**src/rtl/frame_commit_pkg.sv**
```systemverilog
// Shared types for the frame commit scheduler.
// Holds the scheduler state encoding, default bus widths and the default
// packed command word (address + data) stored in the batch FIFO.
package frame_commit_pkg;

  localparam int FCS_ADDR_WIDTH = 16;
  localparam int FCS_DATA_WIDTH = 32;
  localparam int FCS_DEPTH      = 32;

  typedef enum logic [1:0] {
    IDLE  = 2'd0,
    ARMED = 2'd1,
    DRAIN = 2'd2
  } fcs_state_e;

  typedef struct packed {
    logic [FCS_ADDR_WIDTH-1:0] addr;
    logic [FCS_DATA_WIDTH-1:0] data;
  } fcs_cmd_t;

endpackage

```
**src/rtl/cmd_fifo.sv**
```systemverilog
// Synchronous FIFO holding one batch of host register writes.
// Ports:
//   clk, rst  : clock, asynchronous active-high reset (empties the FIFO)
//   push      : write wr_entry (ignored when full)
//   pop       : advance read pointer (ignored when empty)
//   wr_entry  : entry to store
//   rd_entry  : entry at the head of the FIFO (combinational)
//   full      : level == DEPTH
//   empty     : level == 0
//   level     : current occupancy, 0..DEPTH
module cmd_fifo
  import frame_commit_pkg::*;
#(
  parameter int  DEPTH   = FCS_DEPTH,
  parameter type entry_t = fcs_cmd_t
) (
  input  logic                     clk,
  input  logic                     rst,
  input  logic                     push,
  input  logic                     pop,
  input  entry_t                   wr_entry,
  output entry_t                   rd_entry,
  output logic                     full,
  output logic                     empty,
  output logic [$clog2(DEPTH):0]   level
);

  localparam int PTR_W = $clog2(DEPTH);
  localparam logic [PTR_W:0] FULL_LEVEL = DEPTH[PTR_W:0];

  entry_t           mem [DEPTH];
  logic [PTR_W-1:0] wr_ptr;
  logic [PTR_W-1:0] rd_ptr;
  logic             do_push;
  logic             do_pop;

  assign full     = (level == FULL_LEVEL);
  assign empty    = (level == '0);
  assign do_push  = push && !full;
  assign do_pop   = pop && !empty;
  assign rd_entry = mem[rd_ptr];

  // Storage has no reset; only the pointers and occupancy define validity.
  always_ff @(posedge clk) begin
    if (do_push) begin
      mem[wr_ptr] <= wr_entry;
    end
  end

  // Pointers wrap naturally modulo DEPTH since DEPTH is a power of two.
  always_ff @(posedge clk or posedge rst) begin
    if (rst) begin
      wr_ptr <= '0;
      rd_ptr <= '0;
      level  <= '0;
    end else begin
      if (do_push) begin
        wr_ptr <= wr_ptr + 1'b1;
      end
      if (do_pop) begin
        rd_ptr <= rd_ptr + 1'b1;
      end
      case ({do_push, do_pop})
        2'b10:   level <= level + 1'b1;
        2'b01:   level <= level - 1'b1;
        default: level <= level;
      endcase
    end
  end

endmodule

```
**src/rtl/frame_commit_scheduler.sv**
```systemverilog
// Frame commit scheduler: collects host register writes into a batch, holds
// the batch until the host commits it, then replays it one write per cycle
// during the next vertical blanking so no frame sees a half-updated config.
// Ports:
//   clk_i, rst_i          : clock, asynchronous active-high reset
//   cmd_valid_i/addr/data : host write request; accepted when cmd_ready_o
//   cmd_ready_o           : high in IDLE while the FIFO is not full
//   commit_i              : closes the current batch (ignored if empty)
//   frame_end_i           : start of blanking; releases an armed batch
//   frame_start_i         : first active line (late detection only)
//   out_valid_o/addr/data : registered write strobe to the controller
//   busy_o                : high while a batch is armed or draining
//   level_o               : FIFO occupancy
// Optional feature, macro FRAME_COMMIT_LATE_FLAG_EN:
//   late_o     : sticky flag, drain overlapped the next active frame
//   late_clr_i : clears late_o (a simultaneous set wins)
module frame_commit_scheduler
  import frame_commit_pkg::*;
#(
  parameter int ADDR_WIDTH = FCS_ADDR_WIDTH,
  parameter int DATA_WIDTH = FCS_DATA_WIDTH,
  parameter int DEPTH      = FCS_DEPTH
) (
  input  logic                     clk_i,
  input  logic                     rst_i,
  input  logic                     cmd_valid_i,
  input  logic [ADDR_WIDTH-1:0]    cmd_addr_i,
  input  logic [DATA_WIDTH-1:0]    cmd_data_i,
  output logic                     cmd_ready_o,
  input  logic                     commit_i,
  input  logic                     frame_end_i,
  input  logic                     frame_start_i,
  output logic                     out_valid_o,
  output logic [ADDR_WIDTH-1:0]    out_addr_o,
  output logic [DATA_WIDTH-1:0]    out_data_o,
  output logic                     busy_o,
  output logic [$clog2(DEPTH):0]   level_o
`ifdef FRAME_COMMIT_LATE_FLAG_EN
  ,
  input  logic                     late_clr_i,
  output logic                     late_o
`endif
);

  localparam int LVL_W = $clog2(DEPTH) + 1;
  localparam logic [LVL_W-1:0] LEVEL_ONE = LVL_W'(1);

  typedef struct packed {
    logic [ADDR_WIDTH-1:0] addr;
    logic [DATA_WIDTH-1:0] data;
  } cmd_t;

  fcs_state_e state;
  fcs_state_e next_state;
  cmd_t       wr_entry;
  cmd_t       head;
  logic       full;
  logic       empty;
  logic       push;
  logic       pop;

  assign wr_entry    = '{addr: cmd_addr_i, data: cmd_data_i};
  assign cmd_ready_o = (state == IDLE) && !full;
  assign push        = cmd_valid_i && cmd_ready_o;
  assign busy_o      = (state != IDLE);

  cmd_fifo #(
    .DEPTH   (DEPTH),
    .entry_t (cmd_t)
  ) u_fifo (
    .clk      (clk_i),
    .rst      (rst_i),
    .push     (push),
    .pop      (pop),
    .wr_entry (wr_entry),
    .rd_entry (head),
    .full     (full),
    .empty    (empty),
    .level    (level_o)
  );

  always_ff @(posedge clk_i or posedge rst_i) begin
    if (rst_i) begin
      state <= IDLE;
    end else begin
      state <= next_state;
    end
  end

  // A write accepted in the commit cycle counts toward a non-empty batch.
  // frame_end_i is only looked at once ARMED, so a frame_end in the commit
  // cycle leaves the batch waiting for the following blanking interval.
  // DRAIN leaves on the edge that pops the final entry.
  always_comb begin
    next_state = state;
    pop        = 1'b0;
    unique case (state)
      IDLE: begin
        if (commit_i && (!empty || push)) begin
          next_state = ARMED;
        end
      end
      ARMED: begin
        if (frame_end_i) begin
          next_state = DRAIN;
        end
      end
      DRAIN: begin
        pop = !empty;
        if (empty || (level_o == LEVEL_ONE)) begin
          next_state = IDLE;
        end
      end
      default: begin
        next_state = IDLE;
      end
    endcase
  end

  // Output stage registers the popped head; address/data hold between strobes.
  always_ff @(posedge clk_i or posedge rst_i) begin
    if (rst_i) begin
      out_valid_o <= 1'b0;
      out_addr_o  <= '0;
      out_data_o  <= '0;
    end else begin
      out_valid_o <= pop;
      if (pop) begin
        out_addr_o <= head.addr;
        out_data_o <= head.data;
      end
    end
  end

`ifdef FRAME_COMMIT_LATE_FLAG_EN
  logic late_set;

  assign late_set = frame_start_i &&
                    ((state == DRAIN) || ((state == ARMED) && frame_end_i));

  // Sticky late flag; a new late event takes priority over a clear.
  always_ff @(posedge clk_i or posedge rst_i) begin
    if (rst_i) begin
      late_o <= 1'b0;
    end else if (late_set) begin
      late_o <= 1'b1;
    end else if (late_clr_i) begin
      late_o <= 1'b0;
    end
  end
`else
  logic unused_frame_start;
  assign unused_frame_start = frame_start_i;
`endif

endmodule
```
**config.mk**
```make
export PLATFORM = sky130hd
export DESIGN_NAME = frame_commit_scheduler
export DESIGN_NICKNAME = d
export VERILOG_FILES = /design/src/rtl/frame_commit_pkg.sv /design/src/rtl/cmd_fifo.sv /design/src/rtl/frame_commit_scheduler.sv
export SDC_FILE = /design/constraint.sdc
export NUM_CORES = 2
export LEC_CHECK = 0
export CORE_MARGIN = 10
export CORE_UTILIZATION = 31
export CTS_BUF_LIST = sky130_fd_sc_hd__clkbuf_2 sky130_fd_sc_hd__clkbuf_4 sky130_fd_sc_hd__clkbuf_8
export DETAILED_ROUTE_END_ITERATION = 8
export PLACE_DENSITY_LB_ADDON = 0.3
export SLEW_MARGIN = 20
export SYNTH_ARGS = -nofsm -noshare
export SYNTH_HDL_FRONTEND = slang
export SYNTH_HIERARCHICAL = 1
export SYNTH_SLANG_ARGS = --single-unit
```
**constraint.sdc**
```tcl
create_clock -name clk_i -period 8.1 [get_ports clk_i]
set_input_delay 1.62 -clock clk_i [delete_from_list [all_inputs] [get_ports clk_i]]
set_output_delay 1.62 -clock clk_i [all_outputs]
set_load 0.02 [all_outputs]
```
==> run_results.csv <==
group,metric,value,unit
layout,syn_to_final_growth,15.9,%
critical_path,max_stage_delay,580,ps
synth,synth-edff-count,1536,
critical_path,crit_required,6480,ps
timing,rsz0062_at_grt,"false",
grt,globalRouteMet3Util,0.0279,
grt,grt.busiest_layer,"met2",
cts,clk_path_buf_depth,4,
die,die-height,463,um
detailed_routing,wl_per_cell,26.4,um
layout,instances_no_fill,5892,
critical_path,critical_path_class,"reg2out",
synth,syn_area,60900,um2
detailed_routing,drt-initial-drc-count,2370,
worst_hold_path,hp-class,"reg2reg",
grt,grt_pass1_wl,226,mm
synth,syn_nets,2825,
power,ir_worst_vdd,0.000266,V
grt,overflow,0,
detailed_routing,ant_nets,0,
cts,path_clk_slew,60,ps
detailed_routing,dr.pass1.iters,5,
placed_design,hpwl,84.1,mm
die,die_w,463,um
cts,cts_resized,0,
outcome,status,"finished clean",
grt,gr-usage-met2,0.235,
synth,ys.warnings.count,6,
critical_path,cpMaxStageDelayCell,"or4_1",
timing,fin_skew,68.6,ps
critical_path,crit_fanout,6,
timing,finalHoldViolations,0,
power,powerDensity,331,nW/um2
timing,period_minus_slack,4700,ps
synth,synthArstFlopShare,0.0418,
synth,synth-seq-cells,1603,
timing,tightest_slew,1110,ps
timing,setup_viol,0,
cts,cts_setup_buffers,0,
die,rows,162,
grt,grtUsageMet1,0.188,
timing,setup_slack,3400,ps
layout,layout-drive-gt1-share,0.282,
critical_path,worstPathArrival,3080,ps
grt,grt_pass1_vias,31100,
cts,clock-sinks,1603,
timing,timing.fmax,0.213,GHz
grt,grt_max_degree,111,
placed_design,port_buffers,109,
synth,synth-seq-area-share,0.785,
die,core_area,195000,um2
die,pin_count,111,
critical_path,reg2reg_from,"u_fifo/level[0]",
timing,finalSetupTns,0,ps
cts,insertion_delay,970,ps
placed_design,dp.cells,5409,
grt,antenna_found_initial,10,
die,dieArea,215000,um2
detailed_routing,routed_via_density,4.99,
synth,syn_inst,2760,
detailed_routing,drt-total-wl,156,mm
layout,nNetsFinal,3139,
synth,yosysMostFrequentCell,"edfxtp_1",
cts,ctsHoldBuffers,0,
die,initial_core_util,0.312,
placed_design,globalplace.congestion,0.735,
synth,synth_flop_cell,"edfxtp_1",
synth,synth_area_leader_cell,"edfxtp_1",
grt,grtUsageTotal,0.142,
run,drv_cap,0,
power,p_leak,0.0224,uW
critical_path,path_cells,"or4_1, or2_2, nor2_1, nor2_1, clkdlybuf4s50_1",
synth,synth_area_per_cell,22.1,um2
critical_path,cpMostUsedCell,"nor2_1",
layout,fillers,17900,
critical_path,start_kind,"register",
critical_path,worstSetupEndpointType,"output pin",
timing,fin_crit_sh,0.580,
synth,synthTopCellsByCount,"edfxtp_1 (1536), mux4_2 (289), mux2i_1 (191), a22oi_1 (141), a21oi_1 (96)",
cts,cts-root-buf,"clkbuf_8",
synth,synth_area_leaders,"edfxtp_1 (76%), mux4_2 (11%), mux2i_1 (3.1%)",
detailed_routing,via_count,29400,
placed_design,place_ws,2410,ps
critical_path,setup.worst_path.start,"u_fifo/level[1]",
synth,synth_cell_types,53,
worst_hold_path,min_from,"state[1]",
power,finalPower,23300,uW
cts,cts_max_level,5,
timing,relSlewSlack,0.258,
detailed_routing,drc_errors,0,
cts,cts_buffers,287,
cts,cts_tree,"built",
synth,synth.top_cell.area_share,0.757,
timing,slew_viol_final,0,
[kinds of logic (layout without fill, tap and decap cells)]
group	Yosys count	count (layout)	share of synthesized area
DFF	1603	1603	0.785
muxes	529	529	0.147
AOI/OAI and AO/OA	353	353	0.0416
buffers and inverters	174	679	0.0154
and+or+nand+nor	78	78	0.00674
xor gates and xnor gates	12	12	0.00173
adders and majority gates	11	11	0.00238
other	0	3	0
[worst max-delay path: cells and delay by family, from the launching register on]
| family | cells | cell delay, ps |
|---|---|---|
| AND/OR/NAND/NOR | 4 | 1120 |
| buffers and inverters | 1 | 540 |
| flip-flops | 1 | 450 |
[flip-flops by register name, indices dropped and copies added, names as in the netlist]
| signal | flops |
|---|---|
| out_addr_o | 16 |
| u_fifo/mem | 1536 |
| u_fifo/level | 6 |
| u_fifo/rd_ptr | 5 |
| u_fifo/wr_ptr | 5 |
| out_data_o | 32 |
| out_valid_o | 1 |
| state | 2 |
[cell type report]
class | count | area [um2] | area share
flip-flops and latches | 1603 | 47800 | 0.677
multi-input cells | 983 | 12400 | 0.176
clock buffers | 397 | 4840 | 0.0686
well taps | 2624 | 3280 | 0.0465
repair buffers | 185 | 1600 | 0.0227
clock inverters | 83 | 527 | 0.00746
inverters | 14 | 56.3 | 0.000798
diodes | 3 | 7.51 | 0.000106
[worst paths after layout]
check                               endpoint  slack, ps  depth (start not counted)
max                              cmd_ready_o       3400                          5
min                                 state[0]        450                          1
max reg2reg                u_fifo/mem[9][27]       3710                          8
min reg2reg                         state[0]        450                          1
max in group asynchronous     out_data_o[27]       6060                          3
min in group asynchronous        out_valid_o       1060                          2
[where the power goes]
group / total [uW] / internal [uW] / switching (uW)
registers: 9810 / 9540 / 273
clock network: 7250 / 4030 / 3220
logic: 6270 / 2630 / 3640
[layer usage]
layer	vias to the layer above	wire length [um]
li1	12400	-
met3	256	7940
met5	-	8
met1	15900	67800
met4	2	4000
met2	850	76000
[through the flow]
| step | util | hold WS [ps] | area, um2 |
|---|---|---|---|
| 2_1_floorplan | - | 422 | 60900 |
| 3_3_place_gp | 0.335 | 444 | 65300 |
| 3_5_place_dp | 0.335 | 440 | 65300 |
| 4_1_cts | 0.362 | 449 | 70700 |
| 5_1_grt | 0.362 | 495 | 70600 |
| 6_report | 0.362 | 446 | 70600 |
[cell usage in the layout (no fill, tap or decap), types with 2 or more instances in the layout]
cell type	synthesis	routed
nand2_2	3	3
a21oi_1	96	96
buf_2	39	29
nand2_1	8	8
mux2_1	5	5
o221ai_1	94	94
nand4_1	4	4
nor2_1	38	5
or3b_2	2	2
dfrtp_4	0	4
o31a_1	2	2
clkbuf_8	0	298
buf_12	0	7
nor2b_4	0	2
ha_1	10	10
clkinv_1	0	49
bufinv_16	0	6
mux4_2	289	289
dfrtp_1	67	63
clkdlybuf4s50_1	0	80
nor2_4	0	33
clkinv_2	0	21
edfxtp_1	1536	1536
xnor2_1	9	9
inv_1	14	12
mux2i_1	191	191
xor2_1	3	3
nor2b_1	4	2
nand3b_1	5	5
inv_6	0	2
clkinvlp_4	0	6
clkbuf_4	0	99
mux2_2	44	44
buf_4	23	69
a22oi_1	141	141
o21ai_0	6	6
diode_2	0	3
nor4b_1	3	3
No activity file was read; power rests on OpenSTA's default activity.
